<file path="src/rtl/cnn_seq_pkg.sv">
// Shared encodings for the CNN forward-pass sequencer: state codes, stage bit positions and widths.
package cnn_seq_pkg;
  localparam int NUM_STAGES = 5;
  localparam int LIDX_W     = 3;

  localparam int STG_W = 0;
  localparam int STG_I = 1;
  localparam int STG_S = 2;
  localparam int STG_R = 3;
  localparam int STG_P = 4;

  typedef logic [2:0] state_t;

  localparam state_t IDLE = 3'd0;
  localparam state_t CW   = 3'd1;
  localparam state_t CI   = 3'd2;
  localparam state_t CS   = 3'd3;
  localparam state_t CR   = 3'd4;
  localparam state_t CP   = 3'd5;
  localparam state_t FC   = 3'd6;
  localparam state_t FIN  = 3'd7;
endpackage

</file>
<file path="src/rtl/cnn_seq_watchdog.sv">
// Per-stage cycle counter; expired fires on the last cycle before LIMIT cycles of stalling have elapsed.
module cnn_seq_watchdog
  import cnn_seq_pkg::*;
#(
  parameter int LIMIT = 1024
) (
  input  logic clk,
  input  logic reset_n,
  input  logic clear,
  input  logic run,
  output logic expired
);
  localparam int CNT_W = $clog2(LIMIT + 1);

  logic [CNT_W-1:0] cnt_q;

  always_ff @(posedge clk or negedge reset_n) begin
    if (!reset_n) begin
      cnt_q <= '0;
    end else if (clear) begin
      cnt_q <= '0;
    end else if (run && !expired) begin
      cnt_q <= cnt_q + 1'b1;
    end
  end

  assign expired = run && (cnt_q == CNT_W'(LIMIT - 1));
endmodule

</file>
<file path="src/rtl/cnn_layer_sequencer.sv">
// Forward-pass sequencer: W->I->S->R->(P) per conv layer, then one FC engine at a time.
// Optional stage watchdog built when CNN_SEQ_TIMEOUT_EN is defined.
module cnn_layer_sequencer
  import cnn_seq_pkg::*;
#(
  parameter int NUM_CONV    = 2,
  parameter int NUM_FC      = 2,
  parameter int TIMEOUT_CYC = 1024
) (
  input  logic                  clk,
  input  logic                  reset_n,
  input  logic                  start_bit,
  input  logic                  abort,
  input  logic [NUM_CONV-1:0]   skip_pool,
  input  logic [NUM_STAGES-1:0] conv_done,
  input  logic [NUM_FC-1:0]     fc_done,
  output logic [NUM_STAGES-1:0] conv_load,
  output logic [LIDX_W-1:0]     layer_idx,
  output logic [NUM_FC-1:0]     fc_start,
  output logic                  busy,
  output logic                  done_fwd,
  output logic                  err_timeout
);
  localparam int FW = (NUM_FC > 1) ? $clog2(NUM_FC) : 1;
  localparam logic [LIDX_W-1:0] L_LAST = LIDX_W'(NUM_CONV - 1);
  localparam logic [FW-1:0]     F_LAST = FW'(NUM_FC - 1);

  state_t                state_q, state_d;
  logic [LIDX_W-1:0]     l_q, l_d;
  logic [FW-1:0]         f_q, f_d;
  logic [NUM_CONV-1:0]   skip_q, skip_d;
  logic                  start_q;
  logic                  start_edge;
  logic                  skip_cur;
  logic                  fc_done_cur;
  logic                  stage_done;
  logic                  adv_layer;
  logic                  wd_expired;
  logic [NUM_STAGES-1:0] conv_load_d;
  logic [NUM_FC-1:0]     fc_start_d;
  logic [LIDX_W-1:0]     layer_idx_d;
  logic                  busy_d, done_d, err_d;

  assign start_edge = start_bit & ~start_q;

  always_ff @(posedge clk or negedge reset_n) begin
    if (!reset_n) begin
      state_q     <= IDLE;
      l_q         <= '0;
      f_q         <= '0;
      skip_q      <= '0;
      start_q     <= 1'b0;
      conv_load   <= '0;
      fc_start    <= '0;
      layer_idx   <= '0;
      busy        <= 1'b0;
      done_fwd    <= 1'b0;
      err_timeout <= 1'b0;
    end else begin
      state_q     <= state_d;
      l_q         <= l_d;
      f_q         <= f_d;
      skip_q      <= skip_d;
      start_q     <= start_bit;
      conv_load   <= conv_load_d;
      fc_start    <= fc_start_d;
      layer_idx   <= layer_idx_d;
      busy        <= busy_d;
      done_fwd    <= done_d;
      err_timeout <= err_d;
    end
  end

  // Only the done bit belonging to the running stage can advance the sequence.
  always_comb begin
    skip_cur    = 1'b0;
    fc_done_cur = 1'b0;
    for (int k = 0; k < NUM_CONV; k++) begin
      if (l_q == LIDX_W'(k)) skip_cur = skip_q[k];
    end
    for (int k = 0; k < NUM_FC; k++) begin
      if (f_q == FW'(k)) fc_done_cur = fc_done[k];
    end
    case (state_q)
      CW:      stage_done = conv_done[STG_W];
      CI:      stage_done = conv_done[STG_I];
      CS:      stage_done = conv_done[STG_S];
      CR:      stage_done = conv_done[STG_R];
      CP:      stage_done = conv_done[STG_P];
      FC:      stage_done = fc_done_cur;
      default: stage_done = 1'b0;
    endcase
  end

  always_comb begin
    state_d   = state_q;
    l_d       = l_q;
    f_d       = f_q;
    skip_d    = skip_q;
    adv_layer = 1'b0;
    if (state_q == IDLE) begin
      if (start_edge) begin
        state_d = CW;
        l_d     = '0;
        f_d     = '0;
        skip_d  = skip_pool;
      end
    end else if (abort || wd_expired) begin
      state_d = IDLE;
    end else begin
      case (state_q)
        CW: if (stage_done) state_d = CI;
        CI: if (stage_done) state_d = CS;
        CS: if (stage_done) state_d = CR;
        CR: begin
          if (stage_done) begin
            if (skip_cur) adv_layer = 1'b1;
            else          state_d   = CP;
          end
        end
        CP: if (stage_done) adv_layer = 1'b1;
        FC: begin
          if (stage_done) begin
            if (f_q != F_LAST) f_d     = f_q + 1'b1;
            else               state_d = FIN;
          end
        end
        FIN:     state_d = IDLE;
        default: state_d = IDLE;
      endcase
      if (adv_layer) begin
        if (l_q != L_LAST) begin
          l_d     = l_q + 1'b1;
          state_d = CW;
        end else begin
          f_d     = '0;
          state_d = FC;
        end
      end
    end
  end

  // Outputs are decoded from the next state so they line up with it after the edge.
  always_comb begin
    conv_load_d = '0;
    fc_start_d  = '0;
    busy_d      = (state_d != IDLE) && (state_d != FIN);
    done_d      = (state_d == FIN);
    layer_idx_d = (state_d == IDLE) ? '0 : l_d;
    err_d       = wd_expired && !abort;
    case (state_d)
      CW: conv_load_d[STG_W] = 1'b1;
      CI: conv_load_d[STG_I] = 1'b1;
      CS: conv_load_d[STG_S] = 1'b1;
      CR: conv_load_d[STG_R] = 1'b1;
      CP: conv_load_d[STG_P] = 1'b1;
      FC: begin
        for (int k = 0; k < NUM_FC; k++) begin
          if (f_d == FW'(k)) fc_start_d[k] = 1'b1;
        end
      end
      default: ;
    endcase
  end

`ifdef CNN_SEQ_TIMEOUT_EN
  logic wd_clear;
  logic wd_run;

  assign wd_clear = (state_q == IDLE) || (state_d != state_q) || (f_d != f_q) || abort;
  assign wd_run   = (state_q != IDLE) && (state_q != FIN) && !stage_done;

  cnn_seq_watchdog #(
    .LIMIT(TIMEOUT_CYC)
  ) u_watchdog (
    .clk    (clk),
    .reset_n(reset_n),
    .clear  (wd_clear),
    .run    (wd_run),
    .expired(wd_expired)
  );
`else
  logic [31:0] unused_timeout_cyc;

  assign unused_timeout_cyc = 32'(TIMEOUT_CYC);
  assign wd_expired         = 1'b0;
`endif
endmodule

</file>
<file path="config.mk">
export PLATFORM = sky130hd
export DESIGN_NAME = cnn_layer_sequencer
export DESIGN_NICKNAME = d
export VERILOG_FILES = /design/src/rtl/cnn_seq_pkg.sv /design/src/rtl/cnn_seq_watchdog.sv /design/src/rtl/cnn_layer_sequencer.sv
export SDC_FILE = /design/constraint.sdc
export NUM_CORES = 1
export LEC_CHECK = 0
export BUFFER_PORTS_ARGS = -buffer_cell sky130_fd_sc_hd__buf_2
export CORE_AREA = 3 3 50 52
export DETAILED_ROUTE_END_ITERATION = 10
export DIE_AREA = 0 0 53 55
export MAX_ROUTING_LAYER = met4
export PLACE_DENSITY = 0.81
export SETUP_SLACK_MARGIN = 0.05
export SYNTH_ARGS = -nofsm -noshare
export SYNTH_HDL_FRONTEND = slang
export SYNTH_HIERARCHICAL = 1
export SYNTH_SLANG_ARGS = --single-unit
export TNS_END_PERCENT = 1
</file>
<file path="constraint.sdc">
create_clock -name clk -period 5.1 [get_ports clk]
set_input_delay 0.51 -clock clk [delete_from_list [all_inputs] [get_ports clk]]
set_output_delay 0.51 -clock clk [all_outputs]
set_load 0.05 [all_outputs]
</file>
Yosys cells after proc, flatten, opt, wreduce, memory -nomap -nowiden:

Cells that the tools add are included.

* word-level logic and storage cells: 81
* output and inout port bits: 13
* register bits: 22

* add/sub/neg operators: 2
* reductions and logical operators: 6
* bitwise logic cells: 2
* muxes and demuxes: 45
* equal/unequal tests: 16

Operators by type and width (count)
* 3-bit two-way mux: 18
* 1-bit two-way mux: 23
* 3-bit equality test (second input constant): 7
* 3-bit case mux with 6 select lines: 1
* 3-bit by 2-bit equality test with 1-bit output (second input constant): 4
* 3-bit by 1-bit equality test with 1-bit output (second input constant): 3
* 3-bit zero test: 3
* 1-bit case mux with 6 select lines: 1
* 3-bit by 1-bit adder with 3-bit output (second input constant): 1
* 3-bit by 1-bit inequality test with 1-bit output (second input constant): 1
* 3-bit inequality test (second input constant): 1
* 3-bit nonzero test: 1
* 2-bit two-way mux: 1
* 1-bit case mux with 2 select lines: 1
* 2-bit AND reduction: 1
* 1-bit adder (second input constant): 1
* 1-bit bitwise AND: 1
* 1-bit logical AND: 1
* 1-bit NOT: 1

Depth between registers and ports, before layout:

Gate-level depths: netlist of run 1.

* word-level depth: 13
* mapped depth: 9
* mapped depth without buffers: 9

Least setup slack after synthesis of run 1:

Ideal clock, no wire load.

* kind: register to register
* start point: register l_q[0]
* end point: register layer_idx[2]
* arrival: 2.036 ns
* period minus slack after synthesis: 2.114 ns
* stages on the path, launching flop included: 8
* data required time: 5.022 ns
* path buffers: 0
* setup slack: 2.986 ns
* path through: dfrtp_1 -> ha_1 -> nand3b_1 -> a221oi_2 -> o21ai_2 -> or3b_1 -> or3_1 -> a21oi_1

* cells in the longest elaborated chain, start to end: 13

Ends and longest elaborated chain
* start: declaration: line cnn_layer_sequencer.sv:29 `logic [LIDX_W-1:0] l_q, l_d;`
* start signal: assignment: line cnn_layer_sequencer.sv:61 `l_q <= l_d;`
* 3-bit zero test: line cnn_layer_sequencer.sv:79 `if (l_q == LIDX_W'(k)) skip_cur = skip_q[k];`
* 1-bit two-way mux (2 in series): line cnn_layer_sequencer.sv:79
* 1-bit two-way mux: line cnn_layer_sequencer.sv:117 `if (skip_cur) adv_layer = 1'b1;`
* 1-bit two-way mux: line cnn_layer_sequencer.sv:116 `if (stage_done) begin`
* 1-bit case mux with 2 select lines: line cnn_layer_sequencer.sv:111 `case (state_q)`
* 1-bit two-way mux: line cnn_layer_sequencer.sv:108 `end else if (abort || wd_expired) begin`
* 1-bit two-way mux: line cnn_layer_sequencer.sv:101 `if (state_q == IDLE) begin`
* 3-bit two-way mux: line cnn_layer_sequencer.sv:131 `if (adv_layer) begin`
* 3-bit two-way mux: line cnn_layer_sequencer.sv:108
* 3-bit two-way mux: line cnn_layer_sequencer.sv:101
* 3-bit zero test: line cnn_layer_sequencer.sv:149 `layer_idx_d = (state_d == IDLE) ? '0 : l_d;`
* 3-bit two-way mux (*): line cnn_layer_sequencer.sv:149
* net layer_idx_d[2]: line cnn_layer_sequencer.sv:41 `logic [LIDX_W-1:0] layer_idx_d;`
* end signal: assignment: line cnn_layer_sequencer.sv:67 `layer_idx <= layer_idx_d;`
* end: declaration: line cnn_layer_sequencer.sv:18 `output logic [LIDX_W-1:0] layer_idx,`

Mark *: on every way through the listed nets, which the timed path passes. The rest lies on a longest branch. The select of a mux whose other input is x is not followed.
A chain may end at the register's enable or synchronous reset.

Worst setup path in the final report of run 1:

Ends and elaborated chain as after synthesis.

==> key figures, run 1 <==
Status
  • Outcome: completed

Worst setup path
  • CP max FO: 7
  • Data arrival, critical path: 2630 ps
  • Setup crit end kind: flip-flop
  • Crit start category: flip-flop
  • Worst path required time: 5340 ps
  • Crit Path Category: reg -> reg

Power
  • Clock share of power: 0.310
  • P_int: 0.000234 W
  • PwrDens: about 230 nW/µm²
  • P_leak: about 0.67 nW
  • Psw: 0.0000787 W
  • Reg power frac: 0.583
  • Max VDD drop: 0.000220 V
  • Switching Share: 0.252
  • Combinational power share: 0.107

CTS
  • Clk slew on worst S/H paths: about 120 ps
  • Clk buf depth: 2
  • Post-CTS setup buffer count: 0
  • Post-CTS Resized: 0
  • Clock Tree Root: clkbuf_4
  • Hold_buf cts: 0
  • Clock sink count: 22
  • Clock latency on the worst-skew pair: 310 ps
  • H-tree depth: 1
  • CTS tree: yes
  • Number of CTS-inserted buffers: 3

Timing
  • Fin Clk Skew: 0.992 ps
  • Unrepaired setup endpoints after global routing: false
  • Fmax: 0.418 GHz
  • TNS Setup: 0 ps
  • Final Hold Vio Count: 0
  • Period utilisation layout: 0.469
  • Slew Limit Headroom: 0.650
  • Final setup fails: 0
  • Tightest Pin Transition: approximately 520 ps
  • Max Slew Vio Count: 0
  • Tmin final: about 2400 ps

Synth
  • Synth cell count leaders: dfrtp_1, nand2_1, a21oi_1, nor2_1, inv_1
  • Syn Inst Count: 115
  • Yosys top cell by area: dfrtp_1
  • Predominant post-synthesis flop cell: dfrtp_1
  • Seq/Total Area, Yosys: 0.463
  • Number of synthesized flops with an enable pin: 0
  • Synth cell types: 42
  • Mapped cell area: around 1200 µm²
  • Post-synth top area share: 0.463
  • Most common cell in the netlist: dfrtp_1
  • Synth Register Bits: 22
  • Avg Cell Area, Syn: around 10 µm²
  • Synth Warn #: 6
  • Syn Nets: between 100 and 150
  • FFs w/ async S/R, synth: 1.00
  • Synth area leaders: dfrtp_1, nand2_1, ha_1

Detailed routing
  • First-pass DRT Iterations: 4
  • Antenna-violating nets left: 0
  • Remaining DRCs: 0
  • Routed vias: 938
  • WL final: 2400 µm
  • Starting DRT DRC Count: 16
  • Routed WL per cell: 14.3 µm
  • Via density: between 5 and 6

Floorplanning
  • Initial Util: 0.553
  • I/O pin count: 26
  • Core area: 2150 µm²
  • Die Ht: 55 µm
  • Die area: 2920 µm²
  • # rows: 17
  • Die width: 53 µm

Global routing
  • Largest net degree at the start of global routing: 23
  • Gr ovfl total: 0
  • Initial antenna violation count: 0
  • Global-route wire length before repair: 3930 µm
  • Vias in the first global route: 883
  • GR Util All Layers: 0.193

Final layout
  • Nets@finish: 156
  • Area occupied by multi-input gates: 574 µm²
  • Inserted Diodes: 0
  • Post-Layout Cell Count: 167
  • Seq. cell area: 551 µm²
  • Area growth, synth to finish: 12.9%
  • Filler cells: 181
  • Share of cells above drive strength 1: 0.295

Hold path
  • HP Class: in -> async

Placement
  • Final GP Congestion: ~0.84
  • IO buf count: 24
  • Hpwl dp: 1800 µm
  • DP Cell Count: about 160

Run
  • Max-cap violations: 0
[worst paths after layout]
path                            startpoint            to  slack, ps  depth (start not counted)
worst max-delay path                l_q[0]  layer_idx[2]       2710                          7
worst min-delay path               reset_n  conv_load[2]        140                          1
worst max register to register      l_q[0]  layer_idx[2]       2710                          7
worst min register to register   skip_q[0]     skip_q[0]        500                          2
max in group asynchronous          reset_n     skip_q[0]       4630                          1
min in group clk                 start_bit       start_q        310                          1
[flip-flops by register name, indices dropped and copies added, names as in the netlist, 2 cells and up]
register	cells
l_q	3
state_q	3
conv_load	5
fc_start	2
layer_idx	3
skip_q	2
[layout by cell type, fill, tap and decap left out, types with 2 or more instances in the layout]
cell type  netlist  routed
a21o_2           2       2
a21oi_1          7       7
and3_1           5       5
buf_2            0      24
clkbuf_4         0       3
dfrtp_1         22      22
ha_1             3       3
inv_1            6       6
mux2i_1          3       3
nand2_1         11      11
nand2b_1         3       3
nand3b_1         3       3
nor2_1           7       7
nor2b_1          4       4
nor3_1           3       3
nor3b_1          2       2
nor4_1           2       2
o21a_1           2       2
o21ai_0          3       3
[worst max-delay path, stage by stage (launching register included)]
cell	delay, ps
dfrtp_1	450
ha_1	280
nand3b_1	190
a221oi_2	300
o21ai_2	160
or3b_1	420
or3_1	340
a21oi_1	190
[routing by layer]
metal  track usage  up-vias  share of wire
li1              -      454              -
met1         0.247      452           0.45
met2         0.308       27           0.48
met3        0.0241        5          0.050
met4        0.0894        0          0.019
met5             -        -              0
[cell type report]
cell class	instances	area share
clock buffer	4	0.0270
sequential	22	0.410
tap	28	0.0261
timing repair buffer	24	0.0895
inverter	7	0.0196
multi-input combinational	82	0.428
[power groups by stage]
stage / clock network (W) / logic [W] / registers (W)
after floorplan: 0 / 0.0000192 / 0.000188
after global placement: 0 / 0.0000329 / 0.000185
after detailed placement: 0 / 0.0000338 / 0.000185
after CTS: 0.0000985 / 0.0000340 / 0.000182
after global routing: 0.000105 / 0.0000371 / 0.000183
final: 0.0000967 / 0.0000335 / 0.000182
[cell families (layout without fill, tap and decap cells)]
family                   count (synthesis)  after routing  synth area share
AND/OR/NAND/NOR                         49             49             0.237
flip-flops                              22             22             0.463
multiplexers                             4              4            0.0347
adder cells (fa/ha/maj)                  3              3            0.0316
other                                    1              1           0.00315
buffers and inverters                   11             35            0.0537
AO/OA/AOI/OAI                           25             25             0.177
[stage by stage]
step	hold WS (ps)	instance area [µm²]	setup slack, ps	util	total power [W]
detailed placement	471	1310	2760	0.608	0.000219
CTS	155	1340	2740	0.625	0.000315
global route	141	1340	2580	0.625	0.000325
finish	136	1340	2710	0.625	0.000312
floorplan	214	1190	2990	-	0.000207
global placement	465	1310	2840	0.608	0.000218
(Power assumes the default switching activity.)
==> inputs of run 2 (changes only) <==
--- a/config.mk
+++ b/config.mk
@@ -6,11 +6,11 @@
 export NUM_CORES = 1
 export LEC_CHECK = 0
 export BUFFER_PORTS_ARGS = -buffer_cell sky130_fd_sc_hd__buf_2
-export CORE_AREA = 3 3 50 52
+export CORE_AREA = 3 3 52 54
 export DETAILED_ROUTE_END_ITERATION = 10
-export DIE_AREA = 0 0 53 55
+export DIE_AREA = 0 0 55 57
 export MAX_ROUTING_LAYER = met4
-export PLACE_DENSITY = 0.81
+export PLACE_DENSITY = 0.75
 export SETUP_SLACK_MARGIN = 0.05
 export SYNTH_ARGS = -nofsm -noshare
 export SYNTH_HDL_FRONTEND = slang
==> constraint.sdc (replaced) <==
create_clock -name clk -period 2.5 [get_ports clk]
set_input_delay 0.25 -clock clk [delete_from_list [all_inputs] [get_ports clk]]
set_output_delay 0.25 -clock clk [all_outputs]
set_load 0.05 [all_outputs]
==> key figures, run 2 (synthesized netlist as in run 1, its figures left out) <==
Worst setup path
  • Worst path required time: 2740 ps (-2600 ps)
  • Data arrival, critical path: 2600 ps (-30 ps)
  • Crit Path Category: reg -> reg
  • Crit Reg-Reg Startpoint: l_q[0]
  • Reg-to-Reg End: layer_idx[2]
  • Crit start category: flip-flop
  • FF-to-FF setup slack: 140 ps (-2570 ps)
  • CP max FO: 7 (unchanged)
  • Reg2Reg Depth: 7 (unchanged)
  • Setup crit end kind: flip-flop

Detailed routing
  • First-pass DRT Iterations: 5 (+1)
  • Antenna-violating nets left: 0 (unchanged)
  • Remaining DRCs: 0 (unchanged)
  • WL final: 2670 µm (+11%)
  • Routed WL per cell: 15.6 µm (+8.8%)
  • Routed vias: 982 (+4.7%)
  • Starting DRT DRC Count: 28 (+12)
  • Via density: 5.74 (+2.2%)

Final layout
  • Area occupied by multi-input gates: 581 µm² (+1.1%)
  • Max reg flops: 5 (unchanged)
  • Commonest non-fill, non-tap cell in the layout: buf_2
  • Inserted Diodes: 0 (unchanged)
  • Nets@finish: 160 (+2.6%)
  • Share of cells above drive strength 1: 0.315 (+0.0197)
  • Post-Layout Cell Count: 171 (+2.4%)
  • Seq. cell area: 551 µm² (unchanged)
  • Area growth, synth to finish: 17.6%
  • Filler cells: 213 (+18%)
  • Top reg by flops: conv_load
  • Most frequent cells in the layout: buf_2, dfrtp_1, nand2_1
  • Util after Layout: 0.620 (-0.00506)

Timing
  • Tmin final: 2360 ps (-31.2 ps)
  • Max Slew Vio Count: 0 (unchanged)
  • Fmax: 0.424 GHz (+1.3%)
  • Unrepaired setup endpoints after global routing: true
  • Fin Clk Skew: 5.48 ps (+4.49 ps)
  • Final Hold Vio Count: 0 (unchanged)
  • TNS Setup: 0 ps (unchanged)
  • Period utilisation layout: 0.944 (+0.475)
  • Setup slack after layout: 140 ps (-2570 ps)
  • Final setup fails: 0 (unchanged)

Global routing
  • Vias in the first global route: 940 (+6.5%)
  • Initial antenna violation count: 0 (unchanged)
  • Largest net degree at the start of global routing: 23 (unchanged)
  • GR Util All Layers: 0.185 (-0.00808)
  • Gr ovfl total: 0 (unchanged)
  • Global-route wire length before repair: 4150 µm (+5.4%)

CTS
  • Clock latency on the worst-skew pair: 310 ps (about the same)
  • Clock Tree Root: clkbuf_4
  • Number of CTS-inserted buffers: 3 (unchanged)
  • CTS tree: yes
  • Clock sink count: 22 (unchanged)
  • Clk slew on worst S/H paths: 130 ps (about the same)
  • H-tree depth: 1 (unchanged)
  • Clk buf depth: 2 (unchanged)

Power
  • Clock share of power: 0.377 (+0.067)
  • PwrDens: 516 nW/µm² (+120%)
  • Max VDD drop: 0.000377 V (+71%)
  • Switching Share: 0.232 (-0.0202)
  • Reg power frac: 0.516 (-0.067)
  • Combinational power share: 0.107 (about the same)
  • P_int: 0.000554 W (+140%)
  • P_leak: 0.695 nW (+3.6%)
  • Psw: 0.000167 W (+110%)

Run
  • Max-cap violations: 0 (unchanged)

Floorplanning
  • Die Ht: 57 µm (+3.6%)
  • Initial Util: 0.527 (-0.0261)
  • Die width: 55 µm (+3.8%)
  • Die area: 3140 µm² (+7.5%)
  • # rows: 17 (unchanged)
  • I/O pin count: 26 (unchanged)
  • Core area: 2250 µm² (+5.0%)

Placement
  • DP Cell Count: 165 (+1.2%)
  • Final GP Congestion: 0.821 (-1.8%)
  • Hpwl dp: 1890 µm (+5.2%)
  • IO buf count: 24 (unchanged)
  • Dpl ws: 196 ps (-2570 ps)

Hold path
  • Worst Hold Launch: start_bit
  • Hold path depth: 1
  • HP Class: in -> reg
  • WHS Endpoint: start_q

Status
  • Outcome: completed
-- run 2: how the worst max path moves through the flow --
stage / from / to / slack [ps] / cells past startpoint
4_1_cts: l_q[0] / conv_load[3] / 180 / 8
5_1_grt: l_q[0] / conv_load[3] / 40 / 8
6_report: l_q[0] / layer_idx[2] / 140 / 7
3_3_place_gp: l_q[0] / conv_load[3] / 230 / 8
3_5_place_dp: l_q[0] / conv_load[3] / 200 / 8
2_1_floorplan: l_q[0] / layer_idx[2] / 390 / 7
-- run 2: routing by layer --
metal,GRT usage,up-vias,routed length (µm)
met5,-,-,0
met4,0.0799,0,40
met3,0.0261,8,140
met2,0.258,36,1260
met1,0.266,471,1220
li1,-,467,-
-- run 2: through the flow --
stage / total power, W / hold WS, ps / cell area [µm²]
after CTS: 0.000724 / 50.0 / 1380
final: 0.000721 / 57.1 / 1400
after global routing: 0.000750 / 53.7 / 1400
after floorplan: 0.000422 / -45.6 / 1190
after global placement: 0.000449 / 238 / 1320
after detailed placement: 0.000452 / 240 / 1320
-- run 2: timing repair --
action / CTS / global route
hold buffers: 1 / 0
setup endpoints to repair: 0 / 1
gates resized for setup: 0 / 1
endpoints found under the hold margin: 22 / 0
buffers inserted: 0 / 1
-- run 2: critical path, cell delays in order (launching register included) --
cell	delay [ps]
dfrtp_1	450
ha_1	290
nand3b_1	190
a221oi_2	290
o21ai_2	150
or3b_1	420
or3_1	350
a21oi_1	160
-- run 2: area by class of cell --
type,count,area share
multi-input combinational,82,0.415
sequential,22,0.394
timing repair buffer,28,0.109
tap,28,0.0251
clock inverter,1,0.0215
inverter,7,0.0188
clock buffer,3,0.0161
-- run 2: power by group through the flow --
stage / logic [W] / registers [W] / clock network [W]
2_1_floorplan: 0.0000392 / 0.000383 / 0
3_3_place_gp: 0.0000711 / 0.000378 / 0
6_report: 0.0000768 / 0.000372 / 0.000272
4_1_cts: 0.0000748 / 0.000372 / 0.000277
5_1_grt: 0.0000828 / 0.000373 / 0.000294
3_5_place_dp: 0.0000730 / 0.000379 / 0
